File: config.mk
export PLATFORM = sky130hd
export DESIGN_NAME = cpu_seq_ctrl
export DESIGN_NICKNAME = d
export VERILOG_FILES = /design/src/rtl/cpu_seq_ctrl.sv
export SDC_FILE = /design/constraint.sdc
export NUM_CORES = 1
export LEC_CHECK = 0
export ABC_AREA = 1
export CORE_MARGIN = 2
export CORE_UTILIZATION = 45
export DETAILED_ROUTE_END_ITERATION = 7
export PLACE_DENSITY_LB_ADDON = 0.2
export REMOVE_ABC_BUFFERS = 1
export SLEW_MARGIN = 20
export SYNTH_ARGS = -nofsm -noshare
export SYNTH_HDL_FRONTEND = slang
export SYNTH_SLANG_ARGS = --single-unit
File: constraint.sdc
create_clock -name clk -period 1.5 [get_ports clk]
set_input_delay 0.375 -clock clk [delete_from_list [all_inputs] [get_ports clk]]
set_output_delay 0.375 -clock clk [all_outputs]
set_load 0.05 [all_outputs]
File: src/rtl/cpu_seq_ctrl.sv
// Multi-cycle FETCH/DECODE/EXEC/WB sequencer for the 16-bit CPU datapath.
// Gates PC advance, instruction latch and register write; run/step/halt control.
module cpu_seq_ctrl #(
    parameter int         INST_W  = 16,
    parameter int         CNT_W   = 16,
    parameter logic [6:0] OP_NOP  = 7'h00,
    parameter logic [6:0] OP_ADD  = 7'h01,
    parameter logic [6:0] OP_SUB  = 7'h02,
    parameter logic [6:0] OP_HALT = 7'h7F
) (
    input  logic              clk,
    input  logic              rst,
    input  logic              start,
    input  logic              step,
    input  logic              halt_req,
    input  logic [INST_W-1:0] inst,
    output logic [INST_W-1:0] ir,
    output logic              pc_en,
    output logic              rf_we,
    output logic              alu_op,
    output logic              running,
    output logic              halted,
    output logic              illegal,
    output logic [CNT_W-1:0]  retired_cnt,
    output logic [2:0]        state
);

    typedef enum logic [2:0] {
        S_IDLE   = 3'd0,
        S_FETCH  = 3'd1,
        S_DECODE = 3'd2,
        S_EXEC   = 3'd3,
        S_WB     = 3'd4,
        S_HALTED = 3'd5
    } state_t;

    state_t              state_q, state_d;
    logic                mode_step_q, mode_step_d;
    logic                halt_pend_q, halt_pend_d;
    logic                illegal_q, illegal_d;
    logic                pc_en_q, pc_en_d;
    logic                rf_we_q, rf_we_d;
    logic                alu_op_q;
    logic [INST_W-1:0]   ir_q;
    logic [CNT_W-1:0]    cnt_q;
    logic [6:0]          ir_op;
    logic [6:0]          inst_op;
    logic                busy;

    assign ir_op   = ir_q[INST_W-1:INST_W-7];
    assign inst_op = inst[INST_W-1:INST_W-7];
    assign busy    = (state_q == S_FETCH) || (state_q == S_DECODE) ||
                     (state_q == S_EXEC)  || (state_q == S_WB);

    always_comb begin
        state_d     = state_q;
        mode_step_d = mode_step_q;
        halt_pend_d = halt_pend_q;
        illegal_d   = illegal_q;

        case (state_q)
            S_IDLE: begin
                if (start) begin
                    state_d     = S_FETCH;
                    mode_step_d = 1'b0;
                end else if (step) begin
                    state_d     = S_FETCH;
                    mode_step_d = 1'b1;
                end
            end
            S_FETCH:  state_d = S_DECODE;
            S_DECODE: begin
                if (ir_op == OP_ADD || ir_op == OP_SUB) begin
                    state_d = S_EXEC;
                end else if (ir_op == OP_NOP) begin
                    state_d = S_WB;
                end else if (ir_op == OP_HALT) begin
                    state_d = S_HALTED;
                end else begin
                    state_d   = S_HALTED;
                    illegal_d = 1'b1;
                end
            end
            S_EXEC:   state_d = S_WB;
            S_WB: begin
                // a halt_req arriving in the WB cycle itself still stops here
                if (mode_step_q || halt_pend_q || halt_req) state_d = S_IDLE;
                else                                        state_d = S_FETCH;
            end
            S_HALTED: begin
                if (start) begin
                    state_d     = S_FETCH;
                    mode_step_d = 1'b0;
                    illegal_d   = 1'b0;
                end else if (step) begin
                    state_d     = S_FETCH;
                    mode_step_d = 1'b1;
                    illegal_d   = 1'b0;
                end
            end
            default:  state_d = S_IDLE;
        endcase

        if (busy && halt_req) halt_pend_d = 1'b1;
        if (state_d == S_IDLE || state_d == S_HALTED) halt_pend_d = 1'b0;

        // Strobes are registered: look one state ahead so they line up with WB,
        // and with DECODE for a HALT seen on the fetch bus.
        rf_we_d = (state_q == S_EXEC) && (state_d == S_WB);
        pc_en_d = (state_d == S_WB) ||
                  ((state_q == S_FETCH) && (inst_op == OP_HALT));
    end

    always_ff @(posedge clk) begin
        if (!rst) begin
            state_q     <= S_IDLE;
            mode_step_q <= 1'b0;
            halt_pend_q <= 1'b0;
            illegal_q   <= 1'b0;
            pc_en_q     <= 1'b0;
            rf_we_q     <= 1'b0;
            alu_op_q    <= 1'b0;
            ir_q        <= '0;
            cnt_q       <= '0;
        end else begin
            state_q     <= state_d;
            mode_step_q <= mode_step_d;
            halt_pend_q <= halt_pend_d;
            illegal_q   <= illegal_d;
            pc_en_q     <= pc_en_d;
            rf_we_q     <= rf_we_d;
            if (state_q == S_FETCH)  ir_q     <= inst;
            if (state_q == S_DECODE) alu_op_q <= (ir_op == OP_SUB);
            if (state_q == S_WB)     cnt_q    <= cnt_q + {{(CNT_W-1){1'b0}}, 1'b1};
        end
    end

    assign ir          = ir_q;
    assign pc_en       = pc_en_q;
    assign rf_we       = rf_we_q;
    assign alu_op      = alu_op_q;
    assign running     = busy;
    assign halted      = (state_q == S_HALTED);
    assign illegal     = illegal_q;
    assign retired_cnt = cnt_q;
    assign state       = state_q;

endmodule

# == Word level (Yosys, flattened, before mapping) ==
# Index checks and enable logic that the tools add are counted.
# word_totals
ff_bits,41
inputBits,21
out_inout_bits,41
elab_cells,60
# classes
addsub,1
eq_ne,15
n_mux,14
bitwise,1
n_reduce_logical,20
# ops
op,count
"16-bit by 1-bit adder with 16-bit output, second input constant",1
3-bit one-hot mux with 5 select lines,1
"7-bit == test, second input constant",2
"3-bit == test, second input constant",4
1-bit 2-to-1 mux,9
3-bit 2-to-1 mux,3
1-bit logical OR,8
"7-bit by 1-bit == test with 1-bit output, second input constant",1
"7-bit by 2-bit == test with 1-bit output, second input constant",1
7-bit zero test,1
"3-bit by 2-bit == test with 1-bit output, second input constant",2
3-bit zero test,2
"2-bit inequality test, second input constant",3
5-bit AND reduction,1
2-bit nonzero test,2
2-bit OR reduction,2
"3-bit by 1-bit == test with 1-bit output, second input constant",1
1-bit logical AND,3
"3-bit inequality test, second input constant",1
1-bit one-hot mux with 2 select lines,1
2-bit AND reduction,1
1-bit inverter,1

# == Depth between registers and ports, before layout ==
# logic_depth
ltp_word,7
ltp_mapped,10
mapped_depth_nobuf,9

# == Worst setup path after synthesis ==
# Ideal clock, no wire load.
# synth_timing
path_kind,register to register
from,register state_q[2] (netlist: state[2])
to,register halt_pend_q
setup_ps,112
arrival_ps,1738
t_required_ps,1388
path_slack_ps,-350
stages_incl_launch_ff,9
n_path_buf,1
synth_period_minus_slack_ps,1850
path_cell_list,dfxtp_1 buf_4 inv_1 o21ai_0 nand2_1 o21ai_0 inv_1 nand2_1 nor2_2
# synth_via
elab_cells_between_ends,18
cone_classes,eq/ne (6); mux (3); reduce/logical (9)
# synth_rtl
element,line,rtl
"start, declared",37,"state_t state_q, state_d;"
"start signal, assigned",126,state_q <= state_d;
3-bit by 1-bit == test with 1-bit output / 3-bit by 2-bit == test with 1-bit output (equally long branches),52,assign busy = (state_q == S_FETCH) || (state_q == S_DECODE) ||
1-bit logical OR (2 in series),52,
1-bit logical OR *,53,(state_q == S_EXEC) || (state_q == S_WB);
named net running,21,"output logic running,"
1-bit logical AND *,104,if (busy && halt_req) halt_pend_d = 1'b1;
"end signal, assigned",128,halt_pend_q <= halt_pend_d;
"end, declared",39,"logic halt_pend_q, halt_pend_d;"
# Mark *: on every way through the listed nets, which the timed path passes. The rest lies on a longest branch.
# A chain may end at the register's enable or synchronous reset.

# == Final worst setup path ==
# layout_timing
from,register state_q[1] (netlist: state[1])
to,output running
# layout_via
elab_chain_len,4
elab_cells_between_ends,7
cone_classes,eq/ne (4); reduce/logical (3)
# layout_lines
element,line
3-bit by 1-bit == test with 1-bit output / 3-bit by 2-bit == test with 1-bit output (equally long branches),52
1-bit logical OR (2 in series),52
1-bit logical OR *,53
"end, declared",21
# Every way passes the cells marked *; elsewhere a longest branch is shown, timed or not.

==> impl_metrics.xml <==
<?xml version="1.0" encoding="UTF-8"?>
<metrics>
  <group name="cts">
    <metric name="tritoncts_num_sinks" unit="">41</metric>
    <metric name="cts_hold_buf" unit="">0</metric>
    <metric name="cts_buffers" unit="">5</metric>
    <metric name="cts.reportedPaths.clkPinSlew" unit="ns">0.08</metric>
    <metric name="clk-insertion-delay-late" unit="ns">0.29</metric>
    <metric name="h-tree-depth" unit="">2</metric>
    <metric name="cts_root_buffer" unit="">sky130_fd_sc_hd__clkbuf_8</metric>
    <metric name="tritoncts" unit="">built</metric>
    <metric name="clk_path_buf_depth" unit="">2</metric>
  </group>
  <group name="grt">
    <metric name="first_global_vias" unit="">1964</metric>
    <metric name="gr-usage-all-layers" unit="">0.237</metric>
    <metric name="grt_max_degree" unit="">18</metric>
    <metric name="antenna_found_initial" unit="">0</metric>
    <metric name="global_route_wire_length_before_repair" unit="mm">8.42</metric>
    <metric name="grt_overflow_total" unit="">0</metric>
  </group>
  <group name="logic_synthesis">
    <metric name="yosysUniqueCellTypes" unit="">30</metric>
    <metric name="ys_dominant_reg_cell" unit="">sky130_fd_sc_hd__dfxtp_1</metric>
    <metric name="post_synth_inst_count" unit="">269</metric>
    <metric name="synth.avg_cell_area" unit="um2">7.06</metric>
    <metric name="synth_edf_count" unit="">0</metric>
    <metric name="yosysWarnings" unit="">0</metric>
    <metric name="seq_cells_post_synth" unit="">41</metric>
    <metric name="syn-cell-area" unit="um2">1900</metric>
    <metric name="synthArstFlopShare" unit="">0</metric>
    <metric name="register_area_share_after_synthesis" unit="">0.432</metric>
  </group>
  <group name="worst_setup_path">
    <metric name="reg2reg_from" unit="">state[1]</metric>
    <metric name="cp_data_arrival_time" unit="ns">1.12</metric>
    <metric name="setup.worst_path.end_class" unit="">output pin</metric>
    <metric name="regToRegSetupSlack" unit="ns">0.03</metric>
    <metric name="cp_max_fo" unit="">4</metric>
    <metric name="path_class" unit="">reg -&gt; out</metric>
    <metric name="worst_ep_required_time" unit="ns">1.12</metric>
    <metric name="worst_r2r_endpoint" unit="">retired_cnt[15]</metric>
    <metric name="ff2ff_path_depth" unit="">9</metric>
    <metric name="cp-start-kind" unit="">register</metric>
  </group>
  <group name="power_and_ir_drop">
    <metric name="power_frac_comb" unit="">0.509</metric>
    <metric name="power.density_cell_area" unit="nW/um2">1390</metric>
    <metric name="share_seq_of_total_power" unit="">0.320</metric>
    <metric name="leakage" unit="uW">0.00150</metric>
    <metric name="ir_worst_vdd" unit="mV">1.07</metric>
    <metric name="clkPwrFrac" unit="">0.172</metric>
    <metric name="switching_share" unit="">0.405</metric>
    <metric name="internal_power" unit="uW">2760</metric>
    <metric name="fin_total_pwr" unit="uW">4640</metric>
    <metric name="switchingPower" unit="uW">1880</metric>
  </group>
  <group name="detailed_routing">
    <metric name="vias" unit="">2078</metric>
    <metric name="post_drt_wl_per_cell" unit="um">13.5</metric>
    <metric name="post-route-drc-count" unit="">0</metric>
    <metric name="drt-initial-drc-count" unit="">162</metric>
    <metric name="detail-route-antenna-nets" unit="">0</metric>
    <metric name="wl" unit="mm">5.59</metric>
    <metric name="drt-vias-per-instance" unit="">5.03</metric>
    <metric name="drt_pass1_iterations" unit="">4</metric>
  </group>
  <group name="timing">
    <metric name="report.final.slew_viol_count" unit="">0</metric>
    <metric name="timing_worst_slew_pin_value" unit="ns">0.325</metric>
    <metric name="hold_viol_final" unit="">0</metric>
    <metric name="rsz0062_at_grt" unit="">true</metric>
    <metric name="final-setup-viol-count" unit="">0</metric>
    <metric name="timing.max_slew.rel_slack" unit="">0.783</metric>
    <metric name="setup_ws_post_layout" unit="ns">0.000473</metric>
    <metric name="period_share" unit="">1.00</metric>
    <metric name="max_clock_freq" unit="MHz">667</metric>
    <metric name="min_period" unit="ns">1.50</metric>
    <metric name="clock-skew-final" unit="ns">0.00405</metric>
  </group>
  <group name="placed_design">
    <metric name="routabilityCongestion" unit="">0.828</metric>
    <metric name="place_area" unit="um2">3070</metric>
    <metric name="placedCellCount" unit="">390</metric>
    <metric name="port-buffer-count" unit="">61</metric>
    <metric name="place_worst_setup_slack" unit="ns">-0.129</metric>
    <metric name="hpwl" unit="mm">3.63</metric>
  </group>
  <group name="floorplan">
    <metric name="core" unit="um2">4030</metric>
    <metric name="io-pin-count" unit="">62</metric>
    <metric name="initial_utilization" unit="">0.471</metric>
    <metric name="dieArea" unit="um2">4760</metric>
    <metric name="dieHeight" unit="um">69.0</metric>
    <metric name="num_rows" unit="">23</metric>
    <metric name="chipWidth" unit="um">69.0</metric>
  </group>
  <group name="job">
    <metric name="count_of_max_cap_constraint_violations" unit="">0</metric>
  </group>
  <group name="finish">
    <metric name="areaGrowthSynthToFinish" unit="%">75.6</metric>
    <metric name="antenna_cells" unit="">0</metric>
    <metric name="layoutNonFillerInstCount" unit="">413</metric>
    <metric name="post_route_cells_drive_above_1_share" unit="">0.298</metric>
    <metric name="fin_nets" unit="">384</metric>
    <metric name="final_cell_area" unit="um2">3330</metric>
  </group>
  <group name="status">
    <metric name="outcome" unit="">finished clean</metric>
  </group>
  <group name="worst_hold_path">
    <metric name="hold_end" unit="">illegal</metric>
    <metric name="hold_path_start" unit="">illegal</metric>
    <metric name="timing.hold.worst.class" unit="">reg -&gt; reg</metric>
    <metric name="timing.hold.worst_path_depth" unit="">2</metric>
  </group>
</metrics>
==> power by group through the flow <==
| stage | clock [uW] | sequential (uW) | combinational (uW) |
|---|---|---|---|
| after global placement | 0 | 1490 | 2070 |
| after floorplan | 0 | 1940 | 605 |
| after CTS | 802 | 1480 | 2180 |
| after global routing | 856 | 1500 | 2490 |
| after detailed placement | 0 | 1490 | 2120 |
| final | 797 | 1490 | 2360 |
==> registers in the layout, summed over array words and instances (netlist names) <==
signal	cells
pc_en	1
illegal	1
rf_we	1
mode_step_q	1
state	3
alu_op	1
halt_pend_q	1
retired_cnt	16
ir	16
==> synthesized netlist by cell type, types with 3 or more instances <==
master,instances,share of area
sky130_fd_sc_hd__a21oi_1,15,0.040
sky130_fd_sc_hd__nand2_1,45,0.089
sky130_fd_sc_hd__inv_2,5,0.0099
sky130_fd_sc_hd__nor2_2,3,0.0099
sky130_fd_sc_hd__o21ai_0,27,0.071
sky130_fd_sc_hd__a211oi_1,3,0.012
sky130_fd_sc_hd__inv_1,31,0.061
sky130_fd_sc_hd__nor2_4,4,0.024
sky130_fd_sc_hd__nand4_1,4,0.013
sky130_fd_sc_hd__dfxtp_1,41,0.43
sky130_fd_sc_hd__nor2_1,56,0.11
sky130_fd_sc_hd__nand3_1,12,0.032
sky130_fd_sc_hd__nand2_2,3,0.0099
==> critical path: stages (launching register included) <==
cell and delay (ns):
sky130_fd_sc_hd__dfxtp_2 0.37, sky130_fd_sc_hd__nor2_4 0.17, sky130_fd_sc_hd__nand2_4 0.08, sky130_fd_sc_hd__nand2_4 0.08, sky130_fd_sc_hd__buf_12 0.13
==> how the worst max path moves through the flow <==
stage                   from              end
global placement         rst      halt_pend_q
CTS                 state[0]          running
global route        state[1]  retired_cnt[15]
finish              state[1]          running
floorplan           state[2]      halt_pend_q
detailed placement       rst      halt_pend_q
==> stage by stage <==
step / utilization / setup TNS (ns) / hold slack (ns)
detailed placement: 0.761 / -0.359 / 0.483
global route: 0.828 / -0.243 / 0.515
floorplan: - / -3.83 / 0.471
finish: 0.828 / 0 / 0.493
global placement: 0.761 / -0.146 / 0.473
CTS: 0.798 / -0.0221 / 0.494
==> layer usage <==
metal	vias to the layer above	wire, um	global-route usage
li1	1046	-	-
met1	978	2220	0.264
met2	48	3040	0.433
met3	6	270	0.0747
met4	0	58	0.0662
met5	-	0	0
==> cells in the final DEF, fill, tap and decap left out <==
cell type                         count
sky130_fd_sc_hd__nor2_1              55
sky130_fd_sc_hd__nand2_1             44
sky130_fd_sc_hd__buf_12              42
sky130_fd_sc_hd__dfxtp_1             37
sky130_fd_sc_hd__inv_1               30
sky130_fd_sc_hd__buf_4               29
sky130_fd_sc_hd__o21ai_0             24
sky130_fd_sc_hd__clkdlybuf4s50_1     20
sky130_fd_sc_hd__a21oi_1             15
sky130_fd_sc_hd__nand3_1             12
sky130_fd_sc_hd__clkbuf_8             7
sky130_fd_sc_hd__inv_2                5
sky130_fd_sc_hd__o21ai_1              4
sky130_fd_sc_hd__nor2_4               4
sky130_fd_sc_hd__nor2_2               4
sky130_fd_sc_hd__nand4_1              4
sky130_fd_sc_hd__nand2_2              3
sky130_fd_sc_hd__a211oi_1             3
sky130_fd_sc_hd__nand3_2              2
sky130_fd_sc_hd__nand2_4              2
sky130_fd_sc_hd__nor3_1               2
sky130_fd_sc_hd__dfxtp_2              2
sky130_fd_sc_hd__dfxtp_4              2
sky130_fd_sc_hd__inv_4                1
sky130_fd_sc_hd__nor3_4               1
sky130_fd_sc_hd__clkinv_1             1
sky130_fd_sc_hd__nor4_1               1
sky130_fd_sc_hd__nor2_8               1
sky130_fd_sc_hd__nand4_4              1
sky130_fd_sc_hd__o21a_1               1
sky130_fd_sc_hd__xor2_1               1
sky130_fd_sc_hd__ha_1                 1
sky130_fd_sc_hd__clkinv_2             1
sky130_fd_sc_hd__buf_6                1
==> final cells by class <==
class                           count  area [um2]
Clock buffer                        7        96.3
Clock inverter                      1        5.00
Fill cell                         252         694
Inverter                           37         141
Multi-Input combinational cell    185         928
Sequential cell                    41         831
Tap cell                           50        62.6
Timing Repair Buffer               92        1270
==> logic make-up (layout without fill, tap and decap cells) <==
kind of cell,count (synthesis),in the layout,synth area share
simple gates,136,136,0.335
compound gates,47,47,0.129
buf+inv,43,137,0.0922
flops,41,41,0.432
fa+ha+maj,1,1,0.00659
xor+xnor,1,1,0.00461
==> what timing repair did <==
item | 4_1_cts | 5_1_grt
buffers inserted | 4 | 11
setup endpoints to repair | 14 | 18
resized for setup | 9 | 8
pin swaps | 2 | 8
(Power assumes the default switching activity.)
==> RTL edit: new RTL, same flow settings <==
The output `rf_we` loses its register stage (`rf_we_q` becomes a continuous assignment).
--- a/src/rtl/cpu_seq_ctrl.sv
+++ b/src/rtl/cpu_seq_ctrl.sv
@@ -118,7 +118,6 @@
             halt_pend_q <= 1'b0;
             illegal_q   <= 1'b0;
             pc_en_q     <= 1'b0;
-            rf_we_q     <= 1'b0;
             alu_op_q    <= 1'b0;
             ir_q        <= '0;
             cnt_q       <= '0;
@@ -128,12 +127,13 @@
             halt_pend_q <= halt_pend_d;
             illegal_q   <= illegal_d;
             pc_en_q     <= pc_en_d;
-            rf_we_q     <= rf_we_d;
             if (state_q == S_FETCH)  ir_q     <= inst;
             if (state_q == S_DECODE) alu_op_q <= (ir_op == OP_SUB);
             if (state_q == S_WB)     cnt_q    <= cnt_q + {{(CNT_W-1){1'b0}}, 1'b1};
         end
     end
+
+    assign rf_we_q = rf_we_d;
 
     assign ir          = ir_q;
     assign pc_en       = pc_en_q;
Function: changed (a bounded check fails within 4 cycles, from zero or initial values and one cycle with rst low).
==> RTL edit against the unedited design <==
Total power down 3.9%; final area down 2.5%; sequential cell count down 1; largest cell class unchanged; the flow now finishes with violations (setup timing); setup slack worse by 52 ps; critical path depth down 1; die area down 1.2%; critical endpoint is now rf_we; area after synthesis down 1.3%; critical path type unchanged; wire length down 11%.
==> RTL edit: results (changes against the unedited design) <==
failing checks: setup timing
final setup fails: 1 (was 0)
Post-Place Cells: 394 (was 390)
Routability Congestion: 0.793 (was 0.828)
status: finished with violations (was finished, final reports clean)
critical path arrival: 1180 ps (was 1120 ps)
wire per inst: 12.1 microns (was 13.5 microns)
vias in the first global route: 1866 (was 1964)
length of routed wiring on met1: 2200 microns (was 2220 microns)
Nets: 382 (was 384)
GR Layer Usage met3: 0.0666 (was 0.0747)
setup ws final: -51.6 ps (was 0.473 ps)
Logic pwr share: 0.506 (was 0.509)
Avg Vias per Cell: 4.93 (was 5.03)
drt first-iter violations: 130 (was 162)
switching part of the total power: 0.406 (was 0.405)
via count: 2028 (was 2078)
Slowest-stage cell, CP: dfxtp_4 (was dfxtp_2)
Post-Synth Adder-Cell Area: 0.00667 (was 0.00659)
layout clock buffer count: 8 (was 7)
Non-CTS buffers: 83 (was 92)
slew margin rel.: 0.836 (was 0.783)
met2 wire len: 2450 microns (was 3040 microns)
register share of the cell area: 0.250 (was 0.249)
clk cell area share: 0.0277 (was 0.0304)
skew final: 8.62 ps (was 4.05 ps)
multi-input combinational cell count: 194 (was 185)
Total GRT Usage: 0.232 (was 0.237)
Post CTS Setup Buffer Count: 5 (was 4)
Place WS: -55.8 ps (was -129 ps)
multi-input gate share of total cell area: 0.293 (was 0.278)
Multi-input gate area: 952 sq um (was 928 sq um)
invs w/o clock: 36 (was 37)
[RTL edit: changes by cell type after synthesis, sizes merged]
| cell | unedited run | this run |
|---|---|---|
| xor2 | 1 | 0 |
| buf | 3 | 4 |
| a21oi | 15 | 19 |
| o21a | 1 | 0 |
| clkinv | 1 | 0 |
| nor2 | 64 | 68 |
| o21ai | 28 | 31 |
| nand2 | 49 | 52 |
| nand4 | 5 | 4 |
| nand3 | 14 | 12 |
| nor4 | 1 | 0 |
| nor3 | 3 | 4 |
| dfxtp | 41 | 40 |
[RTL edit: final timing paths]
kind,from,end,slack [ps],cells past startpoint
min reg2reg,illegal$_SDFFE_PN0P_,illegal$_SDFFE_PN0P_,480,2
min,illegal$_SDFFE_PN0P_,illegal$_SDFFE_PN0P_,480,2
max,state[1]$_SDFF_PN0_,rf_we,-50,3
max reg2reg,state[0]$_SDFF_PN0_,retired_cnt[14]$_SDFFE_PN0P_,70,9
[RTL edit: worst min-delay path: stages (launching register included)]
cell and delay, ps:
dfxtp_1 340, inv_1 60, a21oi_1 50
